### src/rtl/id_ex_stage.sv
// ID/EX pipeline register with load-use hazard detection (RUN/BUBBLE FSM) and flush squash.
// Optional performance counters are built when ID_EX_PERF_CNT_EN is defined.
module id_ex_stage (
  input  logic        clk,
  input  logic        rst_n,
  input  logic [6:0]  ctrl_in,
  input  logic [3:0]  alu_ctrl_in,
  input  logic [31:0] rd1_in,
  input  logic [31:0] rd2_in,
  input  logic [31:0] imm_in,
  input  logic [31:0] pc4_in,
  input  logic [4:0]  rs_in,
  input  logic [4:0]  rt_in,
  input  logic [4:0]  rd_in,
  input  logic        valid_in,
  input  logic        flush,
  output logic [6:0]  ctrl_ex,
  output logic [3:0]  alu_ctrl_ex,
  output logic [31:0] rd1_ex,
  output logic [31:0] rd2_ex,
  output logic [31:0] imm_ex,
  output logic [31:0] pc4_ex,
  output logic [4:0]  rs_ex,
  output logic [4:0]  rt_ex,
  output logic [4:0]  rd_ex,
  output logic        valid_ex,
  output logic        stall,
  output logic [15:0] stall_cnt,
  output logic [15:0] flush_cnt
);

  typedef enum logic {RUN = 1'b0, BUBBLE = 1'b1} state_t;

  state_t      state_q, state_d;
  logic [6:0]  ctrl_q, ctrl_d;
  logic [3:0]  alu_ctrl_q, alu_ctrl_d;
  logic [31:0] rd1_q, rd1_d, rd2_q, rd2_d, imm_q, imm_d, pc4_q, pc4_d;
  logic [4:0]  rs_q, rs_d, rt_q, rt_d, rd_q, rd_d;
  logic        valid_q, valid_d;
  logic        load_use;
  logic        bubble;

  // Hazard detection against the load currently sitting in EX
  always_comb begin
    load_use = valid_q & ctrl_q[2] & valid_in & (rt_q != 5'd0) &
               ((rt_q == rs_in) | (rt_q == rt_in));
    stall    = rst_n & ~flush & (state_q == RUN) & load_use;
  end

  // Next-state and pipeline register load selection
  always_comb begin
    state_d = RUN;
    bubble  = 1'b0;
    if (flush) begin
      bubble  = 1'b1;
      state_d = RUN;
    end else if ((state_q == RUN) && load_use) begin
      bubble  = 1'b1;
      state_d = BUBBLE;
    end else begin
      bubble  = 1'b0;
      state_d = RUN;
    end
    // Bubbles zero every control bit, so RegWrite and MemWrite can never leak through
    ctrl_d     = (bubble || !valid_in) ? 7'd0 : ctrl_in;
    alu_ctrl_d = bubble ? 4'd0 : alu_ctrl_in;
    valid_d    = valid_in & ~bubble;
    rd1_d      = rd1_in;
    rd2_d      = rd2_in;
    imm_d      = imm_in;
    pc4_d      = pc4_in;
    rs_d       = rs_in;
    rt_d       = rt_in;
    rd_d       = rd_in;
  end

  // Pipeline and FSM state registers
  always_ff @(posedge clk) begin
    if (!rst_n) begin
      state_q    <= RUN;
      ctrl_q     <= 7'd0;
      alu_ctrl_q <= 4'd0;
      rd1_q      <= 32'd0;
      rd2_q      <= 32'd0;
      imm_q      <= 32'd0;
      pc4_q      <= 32'd0;
      rs_q       <= 5'd0;
      rt_q       <= 5'd0;
      rd_q       <= 5'd0;
      valid_q    <= 1'b0;
    end else begin
      state_q    <= state_d;
      ctrl_q     <= ctrl_d;
      alu_ctrl_q <= alu_ctrl_d;
      rd1_q      <= rd1_d;
      rd2_q      <= rd2_d;
      imm_q      <= imm_d;
      pc4_q      <= pc4_d;
      rs_q       <= rs_d;
      rt_q       <= rt_d;
      rd_q       <= rd_d;
      valid_q    <= valid_d;
    end
  end

  assign ctrl_ex     = ctrl_q;
  assign alu_ctrl_ex = alu_ctrl_q;
  assign rd1_ex      = rd1_q;
  assign rd2_ex      = rd2_q;
  assign imm_ex      = imm_q;
  assign pc4_ex      = pc4_q;
  assign rs_ex       = rs_q;
  assign rt_ex       = rt_q;
  assign rd_ex       = rd_q;
  assign valid_ex    = valid_q;

`ifdef ID_EX_PERF_CNT_EN
  logic [15:0] stall_cnt_q, stall_cnt_d, flush_cnt_q, flush_cnt_d;

  // Saturating event counters
  always_comb begin
    stall_cnt_d = stall_cnt_q;
    flush_cnt_d = flush_cnt_q;
    if (stall && (stall_cnt_q != 16'hFFFF)) begin
      stall_cnt_d = stall_cnt_q + 16'd1;
    end else begin
      stall_cnt_d = stall_cnt_q;
    end
    if (flush && (flush_cnt_q != 16'hFFFF)) begin
      flush_cnt_d = flush_cnt_q + 16'd1;
    end else begin
      flush_cnt_d = flush_cnt_q;
    end
  end

  // Counter registers
  always_ff @(posedge clk) begin
    if (!rst_n) begin
      stall_cnt_q <= 16'd0;
      flush_cnt_q <= 16'd0;
    end else begin
      stall_cnt_q <= stall_cnt_d;
      flush_cnt_q <= flush_cnt_d;
    end
  end

  assign stall_cnt = stall_cnt_q;
  assign flush_cnt = flush_cnt_q;
`else
  assign stall_cnt = 16'h0000;
  assign flush_cnt = 16'h0000;
`endif

endmodule

### config.mk
export PLATFORM = sky130hd
export DESIGN_NAME = id_ex_stage
export DESIGN_NICKNAME = d
export VERILOG_FILES = /design/src/rtl/id_ex_stage.sv
export SDC_FILE = /design/constraint.sdc
export NUM_CORES = 1
export LEC_CHECK = 0
export CORE_AREA = 2 2 135 137
export CTS_CLUSTER_DIAMETER = 120
export DETAILED_ROUTE_END_ITERATION = 8
export DIE_AREA = 0 0 137 139
export PLACE_DENSITY = 0.65
export SYNTH_ARGS = -nofsm -noshare
export SYNTH_HDL_FRONTEND = slang
export SYNTH_SLANG_ARGS = --single-unit
### constraint.sdc
create_clock -name clk -period 2 [get_ports clk]
set_clock_uncertainty 0.1 [all_clocks]
set_input_delay 0.6 -clock clk [delete_from_list [all_inputs] [get_ports clk]]
set_output_delay 0.6 -clock clk [all_outputs]
set_load 0.05 [all_outputs]
* Word-level counts from Yosys, hierarchy flattened
Cells that the tools add are included.
** Cells by class
- Bitwise operators :: 13
- Reduce and logical (&&, ||, !) cells :: 7
- Equal/unequal tests :: 2
- Multiplexer cells :: 2
** Operator list (count)
- 5-bit equality test :: 2
- 1-bit AND :: 8
- 2-bit OR reduction :: 3
- 5-bit nonzero test :: 1
- 1-bit NOT :: 4
- 1-bit 2-to-1 mux :: 2
- 1-bit logical AND :: 1
- 1-bit logical NOT :: 1
- 1-bit logical OR :: 1
- 1-bit bitwise OR :: 1
** Storage, ports and cells
- Bits of input ports :: 158
- Logic and storage cells :: 35
- Register bits :: 156

* Longest topological paths before layout
Gate-level depths: netlist of the first run.
- Word-level depth :: 9
- Depth in mapped cells :: 5

* Worst setup path after synthesis of the first run
No wires, ideal clock.
- Kind :: register to output
- Start :: register rt_q[4], in the netlist rt_ex[4]
- End :: output port stall
- Cell stages (with the launch flop) :: 5
- Setup slack :: -0.261 ns
- Buffers on the path :: 0
- Data required time :: 1.300 ns
- Arrival :: 1.561 ns
- Cells stage by stage :: dfxtp_1 xnor2_1 nand3_1 o22ai_2 and3_2
** Between the ends
- Word-level cells in the longest chain between the ends :: 4
** Ends and longest elaborated chain
- start, declared :: RTL line 38 : logic [4:0] rs_q, rs_d, rt_q, rt_d, rd_q, rd_d;
- start signal, assigned :: RTL line 100 : rt_q <= rt_d;
- 5-bit equality test / 5-bit nonzero test (equally long branches) :: RTL line 46, 45
- 1-bit bitwise OR / 1-bit AND (equally long branches) :: RTL line 46, 45
- 1-bit AND * :: RTL line 45 : load_use = valid_q & ctrl_q[2] & valid_in & (rt_q != 5'd0) &
- 1-bit AND * :: RTL line 47 : stall = rst_n & ~flush & (state_q == RUN) & load_use;
- end, declared :: RTL line 27 : output logic stall,
Mark *: on every way between the ends. The rest lies on a longest branch, timed or not.

* Final worst setup path of the first run
- Start :: input port rt_in[3]
- End :: output port stall
** Between the ends
- Word-level cells in the longest chain between the ends :: 4
** Ends and longest elaborated chain
- start, declared :: RTL line 13 : input logic [4:0] rt_in,
- 5-bit equality test :: RTL line 46 : ((rt_q == rs_in) | (rt_q == rt_in));
- 1-bit bitwise OR :: RTL line 46
- 1-bit AND :: RTL line 45
- 1-bit AND :: RTL line 47
Every way passes these cells.

==> results.md, run 1 <==
- Status: finished, violations left
- Failing checks: negative setup slack
- Clock sink count: 156
- Crit path from: rt_in[3]
- Starting Density: 26.2%
- Drc violations: 0
- Cells after synthesis: 398
- Avg Inst Size Synth: 11.6 sq um
- Antenna diode count: 0
- Critical path arrival: 1.64 ns
- Routed WL per cell: 13.5 um
- Max Fanout on Critical Path: 2
- Routed vias/inst: 3.83
- CP endpoint kind: output port
- Layout cell share with drive strength beyond 1: 29.2%
- Nets: 872
- Area post-placement: 7590 sq um
- Share of the synthesized area in the top cell type: 67.4%
- RSZ-0062 raised after global routing: yes
- Global-route wire length before repair: 18.9 mm
- Period utilization: 117%
- Number of global-route vias before repair: 3769
- CTS Root Cell: clkbuf_16
- Yosys warnings: 0
- Buffers and inverters on the worst path: 2
- Die Y: 139 um
- WL final: 12.9 mm
- Core ar.: 17700 sq um
- Via count: 3665
- Critical Path RT: 1.30 ns
- IO Pins: 346
- Largest cells by area after synthesis: dfxtp_1 67%, and2_1 19%, buf_4 5.3%
- CTS tree: yes
- Post-synthesis cell area: 4630 sq um
- Endpoints failing setup: 1
- IO buf count: 313
- Die Footprint: 19000 sq um
- Total CTS buffers: 17
- Htree depth: 4
- Max VDD drop: 0.527 mV
- Fin. Hold Viols: 0
- MaxCap Viol Count: 0
- CP max stage delay: 0.26 ns
- Synth unique cells: 18
- Crit path cell chain: dlygate4sd2_1 -> xnor2_1 -> nand2_1 -> o22ai_2 -> and3_4 -> buf_12
- Setup slack after layout: -0.343 ns
- Hold-fix buffers, CTS: 0
- Tot GR Track Use: 13.0%
- Area leader, netlist: dfxtp_1
- Crit path max-delay family: buffers and inverters
- Initial antenna violation count: 0
- Seq/Total Area, Yosys: 67.4%
- R2r startpoint: rt_ex[2]
- CTS Buffer Depth: 2
- Post-DP HPWL: 10.0 mm
- FP Rows: 49
- LEAKAGE: 3.67 nW
- Worst hold path class: in2reg
- Die X: 137 um
- Slew Viols, Final: 0
- Min Tclk post-route: 2.34 ns
- Reg clk slew, reported paths: 0.06 ns
- Routed Antenna Nets: 0
- Routability Congestion: 0.792
- Design area: 8220 sq um
- Area growth syn-to-layout: 77.3%
- Pre-antenna DRT Iters: 4
- CP max-delay cell: dlygate4sd2_1
- Synth Register Bits: 156
- Setup WS pre-CTS: -0.615 ns
- Grt total ovfl: 0
- FMAX: 427 MHz
- Largest net degree at the start of global routing: 144
- Clock Latency Late Sink: 0.41 ns
- Drt initial violations: 110
- Power per cell area: 994 nW/um^2
- Crit Path Class: in2out
- Worst hold start: rs_in[4]
- Startpoint Class: primary input
## worst paths after layout
kind	slack, ns	end	cells past startpoint
worst max-delay path	-0.34	stall	6
worst min-delay path	0.37	rs_ex[4]	2
worst max register to register	0.61	state_q	5
worst min register to register	0.69	ctrl_ex[3]	4
## layer usage
metal / track usage [%] / routed length, um / vias up / share of wire (%)
met1: 12.8 / 4550 / 1637 / 35
met3: 6.21 / 1610 / 21 / 12
met2: 22.7 / 6470 / 219 / 50
met4: 5.70 / 265 / 0 / 2.1
li1: - / - / 1788 / -
met5: 0 / 0 / - / 0
## cells in the mapped netlist, drive strengths merged
library cell,n
dfxtp,156
and2,143
buf,38
clkbuf,14
a21oi,13
xnor2,10
nand3,9
nand2,7
and3,2
and2b,1
conb,1
nand4b,1
nor2,1
nor3,1
o22ai,1
## through the flow
step | cells | util [%] | hold slack, ns | total power, W | setup TNS (ns)
6_report | 956 | 46.5 | 0.370 | 0.00816 | -0.343
5_1_grt | 956 | 46.5 | 0.364 | 0.00848 | -0.402
3_5_place_dp | 924 | 43.0 | 0.675 | 0.00489 | -1.45
2_1_floorplan | 429 | - | 0.487 | 0.00431 | -0.0299
3_3_place_gp | 924 | 43.0 | 0.666 | 0.00487 | -1.23
4_1_cts | 956 | 46.5 | 0.350 | 0.00829 | -0.340
## flip-flops by register name (all words and copies together), names as in the netlist
signal and cells:
rd_ex 5, state_q 1, rd1_ex 32, imm_ex 32, rd2_ex 32, rt_ex 5
pc4_ex 32, alu_ctrl_ex 4, ctrl_ex 7, rs_ex 5, valid_ex 1
## layout by cell type (no fill, tap or decap), types with 5 or more instances in the layout
master           count
buf_4              157
dfxtp_1            151
clkdlybuf4s50_1    145
and2_1             143
conb_1              32
clkbuf_16           17
a21oi_1             12
nand3_1              9
nand2_1              7
xnor2_2              5
xnor2_1              5
inv_6                5
buf_12               5
## final cells by class
| type | count | area [sq um] |
|---|---|---|
| Sequential cell | 156 | 3140 |
| Clock inverter | 13 | 176 |
| Fill cell | 1608 | 9440 |
| Multi-Input combinational cell | 221 | 1340 |
| Tap cell | 229 | 287 |
| Timing Repair Buffer | 318 | 2830 |
| Clock buffer | 19 | 453 |
## worst register-to-register path, cell delays in order (launching register included)
cell     delay, ns
dfxtp_4       0.39
xnor2_2       0.12
nand3_1       0.10
o22ai_2       0.22
buf_4         0.22
and3_2        0.19
## power by group
group,internal (W),total [W],switching [W]
logic,0.000570,0.00148,0.000905
registers,0.00327,0.00332,0.0000558
clock network,0.00206,0.00336,0.00130
## cell families (layout without fill, tap and decap cells)
group / count (synthesis) / count (layout) / share of synthesized area (%)
buffers and inverters: 52 / 350 / 7.16
and+or+nand+nor: 165 / 165 / 21.7
DFF: 156 / 156 / 67.4
AOI/OAI and AO/OA: 14 / 14 / 1.76
other: 1 / 32 / 0.0809
xor gates and xnor gates: 10 / 10 / 1.89
## what timing repair did
item,CTS,global route
resized for setup,27,0
endpoints found under the setup margin,1,1
pin swaps,11,3
buffers inserted,0,0
No activity file was read; power rests on OpenSTA's default activity.
==> run 2, diff against run 1 <==
Settings changed: CORE_AREA 2 2 135 137 to 2 2 136 138, DIE_AREA 0 0 137 139 to 0 0 138 140, PLACE_DENSITY 0.65 to not set.
==> run 2 against run 1 <==
The flow still finishes with violations (negative setup slack); via count grew 1.3%; sequential power is essentially flat; critical path depth shrank 1; clock power is essentially flat.
==> results.md, run 2 (synthesis results as in run 1) <==
- Status: finished, violations left
- Failing checks: negative setup slack
- Clock sink count: 156 (unchanged)
- Die Footprint: 19300 sq um (+1.5%)
- Die X: 138 um (+0.73%)
- CP endpoint kind: output port
- WL final: 13.7 mm (+6.5%)
- Global-route wire length before repair: 20.9 mm (+11%)
- Hold depth: 2 (unchanged)
- Grt total ovfl: 0 (unchanged)
- Area growth syn-to-layout: 78.2%
- Via count: 3711 (+1.3%)
- Max Fanout on Critical Path: 4 (+2)
- CTS Root Cell: clkbuf_16
- FMAX: 437 MHz (+2.4%)
- Setup TNS Final: -0.288 ns (+0.0546 ns)
- Initial antenna violation count: 1 (+1)
- Tot Pwr: 0.00817 W (+0.14%)
- IO Pins: 346 (unchanged)
- Reg2reg path depth: 9 (+4)
- IO buf count: 313 (unchanged)
- Pre-antenna DRT Iters: 4 (unchanged)
- Routed Antenna Nets: 0 (unchanged)
- Htree depth: 4 (unchanged)
- Commonest non-fill, non-tap cell in the layout: buf_4
- Reg2reg end: state_q
- Routed WL per cell: 14.2 um (+5.6%)
- Multi-input logic area: 1350 sq um (+1.3%)
- Total CTS buffers: 17 (unchanged)
- Largest net degree at the start of global routing: 144 (unchanged)
- Slew Viols, Final: 0 (unchanged)
- Worst hold endpoint: rs_ex[4]
- Tot GR Track Use: 14.0% (+1.1 points)
- LEAKAGE: 3.70 nW (+0.95%)
- Worst R2R Setup Slack: 0.27 ns (-0.34 ns)
- Layout cell share with drive strength beyond 1: 30.7% (+1.5 points)
- Routability Congestion: 0.863 (+9.0%)
- RSZ-0062 raised after global routing: yes
- Endpoints failing setup: 1 (unchanged)
- Max VDD drop: 0.535 mV (+1.5%)
- Core ar.: 17800 sq um (+0.69%)
- Post-layout util: 46.4% (-0.10 points)
- MaxCap Viol Count: 0 (unchanged)
- Drc violations: 0 (unchanged)
- Post-DP HPWL: 10.5 mm (+4.7%)
- Fill cells: 1655 (+2.9%)
- Crit Path Class: reg2out
- Nets: 879 (+0.80%)
- CTS tree: yes
- Sequential standard cell area: 3140 sq um (about the same)
- Power per cell area: 990 nW/um^2 (-0.33%)
- Die Y: 140 um (+0.72%)
- Commonest cells after routing, fill and taps aside: 166 x buf_4, 151 x dfxtp_1, 145 x clkdlybuf4s50_1
- Worst hold path class: in2reg
- Crit path from: rt_ex[2]
- Clock Latency Late Sink: 0.41 ns (about the same)
- Drt initial violations: 110 (unchanged)
- Critical Path RT: 1.30 ns (about the same)
- Critical path arrival: 1.59 ns (-0.05 ns)
- CTS Buffer Depth: 2 (unchanged)
- R2r startpoint: rt_ex[2]
- Setup slack after layout: -0.288 ns (+0.0546 ns)
- Period utilization: 114% (-2.7 points)
- Startpoint Class: flip-flop
- Routed vias/inst: 3.85 (+0.41%)
- Fin. Hold Viols: 0 (unchanged)
- Min Tclk post-route: 2.29 ns (-0.0546 ns)
- Worst hold start: rs_in[4]
- Number of global-route vias before repair: 3849 (+2.1%)
- FP Rows: 49 (unchanged)
- Starting Density: 26.1% (-0.18 points)
- Reg clk slew, reported paths: 0.06 ns (about the same)
-- run 2: changes by cell type in the layout (fill, tap and decap cells not counted), moves of 2 or more --
cell / delta
clkbuf_8: -2
buf_2: +2
dlygate4sd2_1: -3
buf_4: +9
buf_12: -2
-- run 2: layout make-up --
cell class	count	share of cell area (%)
clock inverter	15	2.39
tap	229	3.47
clock buffer	17	5.15
multi-input combinational	221	16.4
antenna	1	0.0303
sequential	156	38.0
timing repair buffer	325	34.5
-- run 2: how the worst max path moves through the flow --
stage	end	depth (start not counted)
2_1_floorplan	stall	4
3_3_place_gp	stall	6
3_5_place_dp	stall	6
4_1_cts	stall	5
5_1_grt	stall	5
6_report	stall	5
-- run 2: critical path: stages, from the launching register on --
cell     delay (ns)
dfxtp_4        0.37
xnor2_2        0.13
nand3_2        0.10
o22ai_2        0.21
and3_4         0.23
buf_12         0.13
-- run 2: power breakdown --
| part | switching (W) | internal, W |
|---|---|---|
| logic | 0.000911 | 0.000573 |
| clock network | 0.00136 | 0.00201 |
| registers | 0.0000532 | 0.00327 |
-- run 2: timing repair --
item,4_1_cts,5_1_grt
setup buffers,6,1
hold buffers,0,0
pin swaps,15,3
gates resized for setup,38,1
endpoints found under the setup margin,1,1
hold endpoints to repair,0,0
cloned,0,0
-- run 2: stage by stage --
stage | std cells | hold WS, ns | area (sq um) | worst slack [ns]
6_report | 964 | 0.347 | 8260 | -0.288
5_1_grt | 963 | 0.340 | 8250 | -0.344
4_1_cts | 962 | 0.319 | 8240 | -0.284
3_5_place_dp | 924 | 0.699 | 7570 | -0.639
3_3_place_gp | 924 | 0.681 | 7570 | -0.627
2_1_floorplan | 429 | 0.487 | 4800 | -0.0299
-- run 2: layer usage --
metal  wire (um)  up-vias  track usage, %
met5           0        -               0
met4         353        0            6.44
met3        1430       24            6.67
met2        6840      218            24.0
met1        5110     1663            14.7
li1            -     1806               -
==> run 3, diff against run 2 <==
Settings changed: GPL_TIMING_DRIVEN set to 0, RECOVER_POWER set to 100.
==> run 3 against run 2 <==
The run still ends with negative setup slack left; core utilization increased by 2.5 points; first-iteration DRC count decreased by 22%; sequential cell count unchanged; count of clock-buffer cells in the layout increased by 3; cell count increased by 3.8%; combinational power about the same; routed wire length increased by 4.2%; critical path depth decreased by 1; die area unchanged; global-route usage increased by 0.78 points; worst setup slack got worse by 0.025 ns; total power increased by 0.94%; largest power group unchanged; highest routed layer is now met5.
==> results.md, run 3 (synthesis results as in run 1) <==
- Largest net degree at the start of global routing: 17 (-88%)
- WL final: 14.3 mm (+4.2%)
- Via count: 3782 (+1.9%)
- Crit path max-delay family: buffers and inverters
- LEAKAGE: 3.92 nW (+5.7%)
- Layout Cells excl Fill: 1001 (+3.8%)
- Startpoint Class: primary input
- Die Y: 140 um (unchanged)
- Global-route wire length before repair: 21.9 mm (+4.7%)
- Tot GR Track Use: 14.8% (+0.78 points)
- Worst hold path class: in2reg
- CP endpoint kind: output port
- Number of global-route vias before repair: 3959 (+2.9%)
- Clock share of power: 41.8% (+0.6 points)
- Die Footprint: 19300 sq um (unchanged)
- Htree depth: 4 (unchanged)
- Routed vias/inst: 3.78 (-1.9%)
- IO Pins: 346 (unchanged)
- CP max-delay cell: clkdlybuf4s50_1
- MaxCap Viol Count: 0 (unchanged)
- Worst R2R Setup Slack: 0.60 ns (+0.33 ns)
- Total CTS buffers: 17 (unchanged)
- FP Rows: 49 (unchanged)
- Pre-antenna DRT Iters: 4 (unchanged)
- Core ar.: 17800 sq um (unchanged)
- Min Tclk post-route: 2.31 ns (+0.0255 ns)
- Reg2reg end: ctrl_ex[0]
- Net Sw Frac: 26.4% (-2.0 points)
- Max Fanout on Critical Path: 5 (+1)
- Dpl cells: 969 (+4.9%)
- Failing checks: negative setup slack
- Period utilization: 116% (+1.3 points)
- Comb pwr share: 18.0% (-0.2 points)
- Routed Antenna Nets: 0 (unchanged)
- Post-layout util: 48.9% (+2.5 points)
- Die X: 138 um (unchanged)
- Critical path arrival: 1.61 ns (+0.02 ns)
- IO buf count: 311 (-0.64%)
- Clock Latency Late Sink: 0.40 ns (about the same)
- Internal: 0.00607 W (+3.8%)
- Grt total ovfl: 0 (unchanged)
- CTS Buffer Depth: 2 (unchanged)
- Commonest cells after routing, fill and taps aside: 151 x dfxtp_1, 145 x clkdlybuf4s50_1, 95 x dlygate4sd2_1
- RSZ-0062 raised after global routing: yes
- Routability Congestion: 0.778 (-9.8%)
- Slew headroom: 62.0%
- Crit Path Class: in2out
- Starting Density: 26.1% (unchanged)
- Setup slack after layout: -0.314 ns (-0.0255 ns)
- Antenna diode count: 0 (-1)
- Sw power: 0.00218 W (-6.2%)
- Drc violations: 0 (unchanged)
- Fin. Hold Viols: 0 (unchanged)
- Crit path cell chain: clkdlybuf4s50_1 -> and2b_2 -> and3_4 -> buf_8
- Worst-Margin Slew: 0.573 ns
- Slew Viols, Final: 0 (unchanged)
- Endpoints failing setup: 2 (+1)
- Power per cell area: 949 nW/um^2 (-4.2%)
- Layout cell share with drive strength beyond 1: 13.2% (-17 points)
- Clock sink count: 156 (unchanged)
- Area growth syn-to-layout: 87.7%
- Routed WL per cell: 14.3 um (+0.33%)
- Hold depth: 2 (unchanged)
- Worst hold endpoint: rt_ex[4]
- Status: finished, violations left
- Hold-fix buffers, CTS: 0 (unchanged)
- CTS tree: yes
- Buffers and inverters on the worst path: 2 (+1)
- Max VDD drop: 0.607 mV (+13%)
- Setup WS pre-CTS: -1.43 ns (-0.793 ns)
- Reg2reg path depth: 6 (-3)
- Drt initial violations: 86 (-22%)
- FMAX: 432 MHz (-1.1%)
- Worst hold start: rt_in[4]
- CTS Root Cell: clkbuf_16
- Reg clk slew, reported paths: 0.06 ns (about the same)
- CP max stage delay: 0.45 ns (+0.08 ns)
- Commonest non-fill, non-tap cell in the layout: dfxtp_1
- Nets: 919 (+4.6%)
- R2r startpoint: rt_ex[0]
- Seq pwr share: 40.2% (-0.4 points)
- Post-DP HPWL: 11.5 mm (+9.2%)
- Critical Path RT: 1.30 ns (about the same)
- Initial antenna violation count: 1 (unchanged)
==> run 3: cell count changes in the layout (fill, tap and decap cells not counted), sizes merged <==
cell / change
bufinv: +2
clkdlybuf4s15: +50
dlygate4sd2: +94
clkinvlp: -1
diode: -1
inv: -6
buf: -128
clkbuf: +27
==> run 3: area by class of cell <==
type                       count  area [sq um]
clock inverter                10           189
multi-input combinational    221          1360
buffer                        52           329
tap                          229           287
clock buffer                  20           447
sequential                   156          3140
timing repair buffer         313          2950
fill                        1654          9080
==> run 3: power by group through the flow <==
stage | registers [W] | clock network [W] | logic, W
final | 0.00332 | 0.00345 | 0.00149
after global routing | 0.00333 | 0.00371 | 0.00156
after CTS | 0.00332 | 0.00355 | 0.00150
after detailed placement | 0.00339 | 0 | 0.00159
after global placement | 0.00339 | 0 | 0.00159
after floorplan | 0.00396 | 0 | 0.000348
==> run 3: what timing repair did <==
item                       in CTS  in global routing
setup endpoints to repair     156                 58
pin swaps                      12                  3
resized for setup             217                 60
setup buffers                   2                  0
==> run 3: worst max path at each step <==
| stage | start | end | slack [ns] | depth (start not counted) |
|---|---|---|---|---|
| 2_1_floorplan | rs_in[2] | stall | -0.03 | 4 |
| 3_3_place_gp | rs_in[1] | stall | -1.42 | 6 |
| 3_5_place_dp | rs_in[1] | stall | -1.43 | 6 |
| 4_1_cts | rt_ex[2] | stall | -0.31 | 5 |
| 5_1_grt | rt_ex[2] | stall | -0.34 | 5 |
| 6_report | flush | stall | -0.31 | 4 |
==> run 3: per-stage QoR <==
step / power, W / TNS [ns] / hold slack [ns] / instance area (sq um)
6_report: 0.00825 / -0.320 / 0.343 / 8690
5_1_grt: 0.00859 / -0.406 / 0.323 / 8690
4_1_cts: 0.00836 / -0.404 / 0.317 / 8680
3_5_place_dp: 0.00499 / -3.29 / 0.537 / 8200
3_3_place_gp: 0.00497 / -2.79 / 0.530 / 8200
2_1_floorplan: 0.00431 / -0.0299 / 0.487 / 4800
==> run 3: metal layers <==
| layer | vias up | track usage (%) | share of wire, % |
|---|---|---|---|
| met5 | - | 0 | 0.091 |
| met1 | 1673 | 15.7 | 38 |
| met3 | 21 | 5.85 | 8.1 |
| li1 | 1883 | - | - |
| met4 | 2 | 5.80 | 2.2 |
| met2 | 203 | 26.5 | 51 |
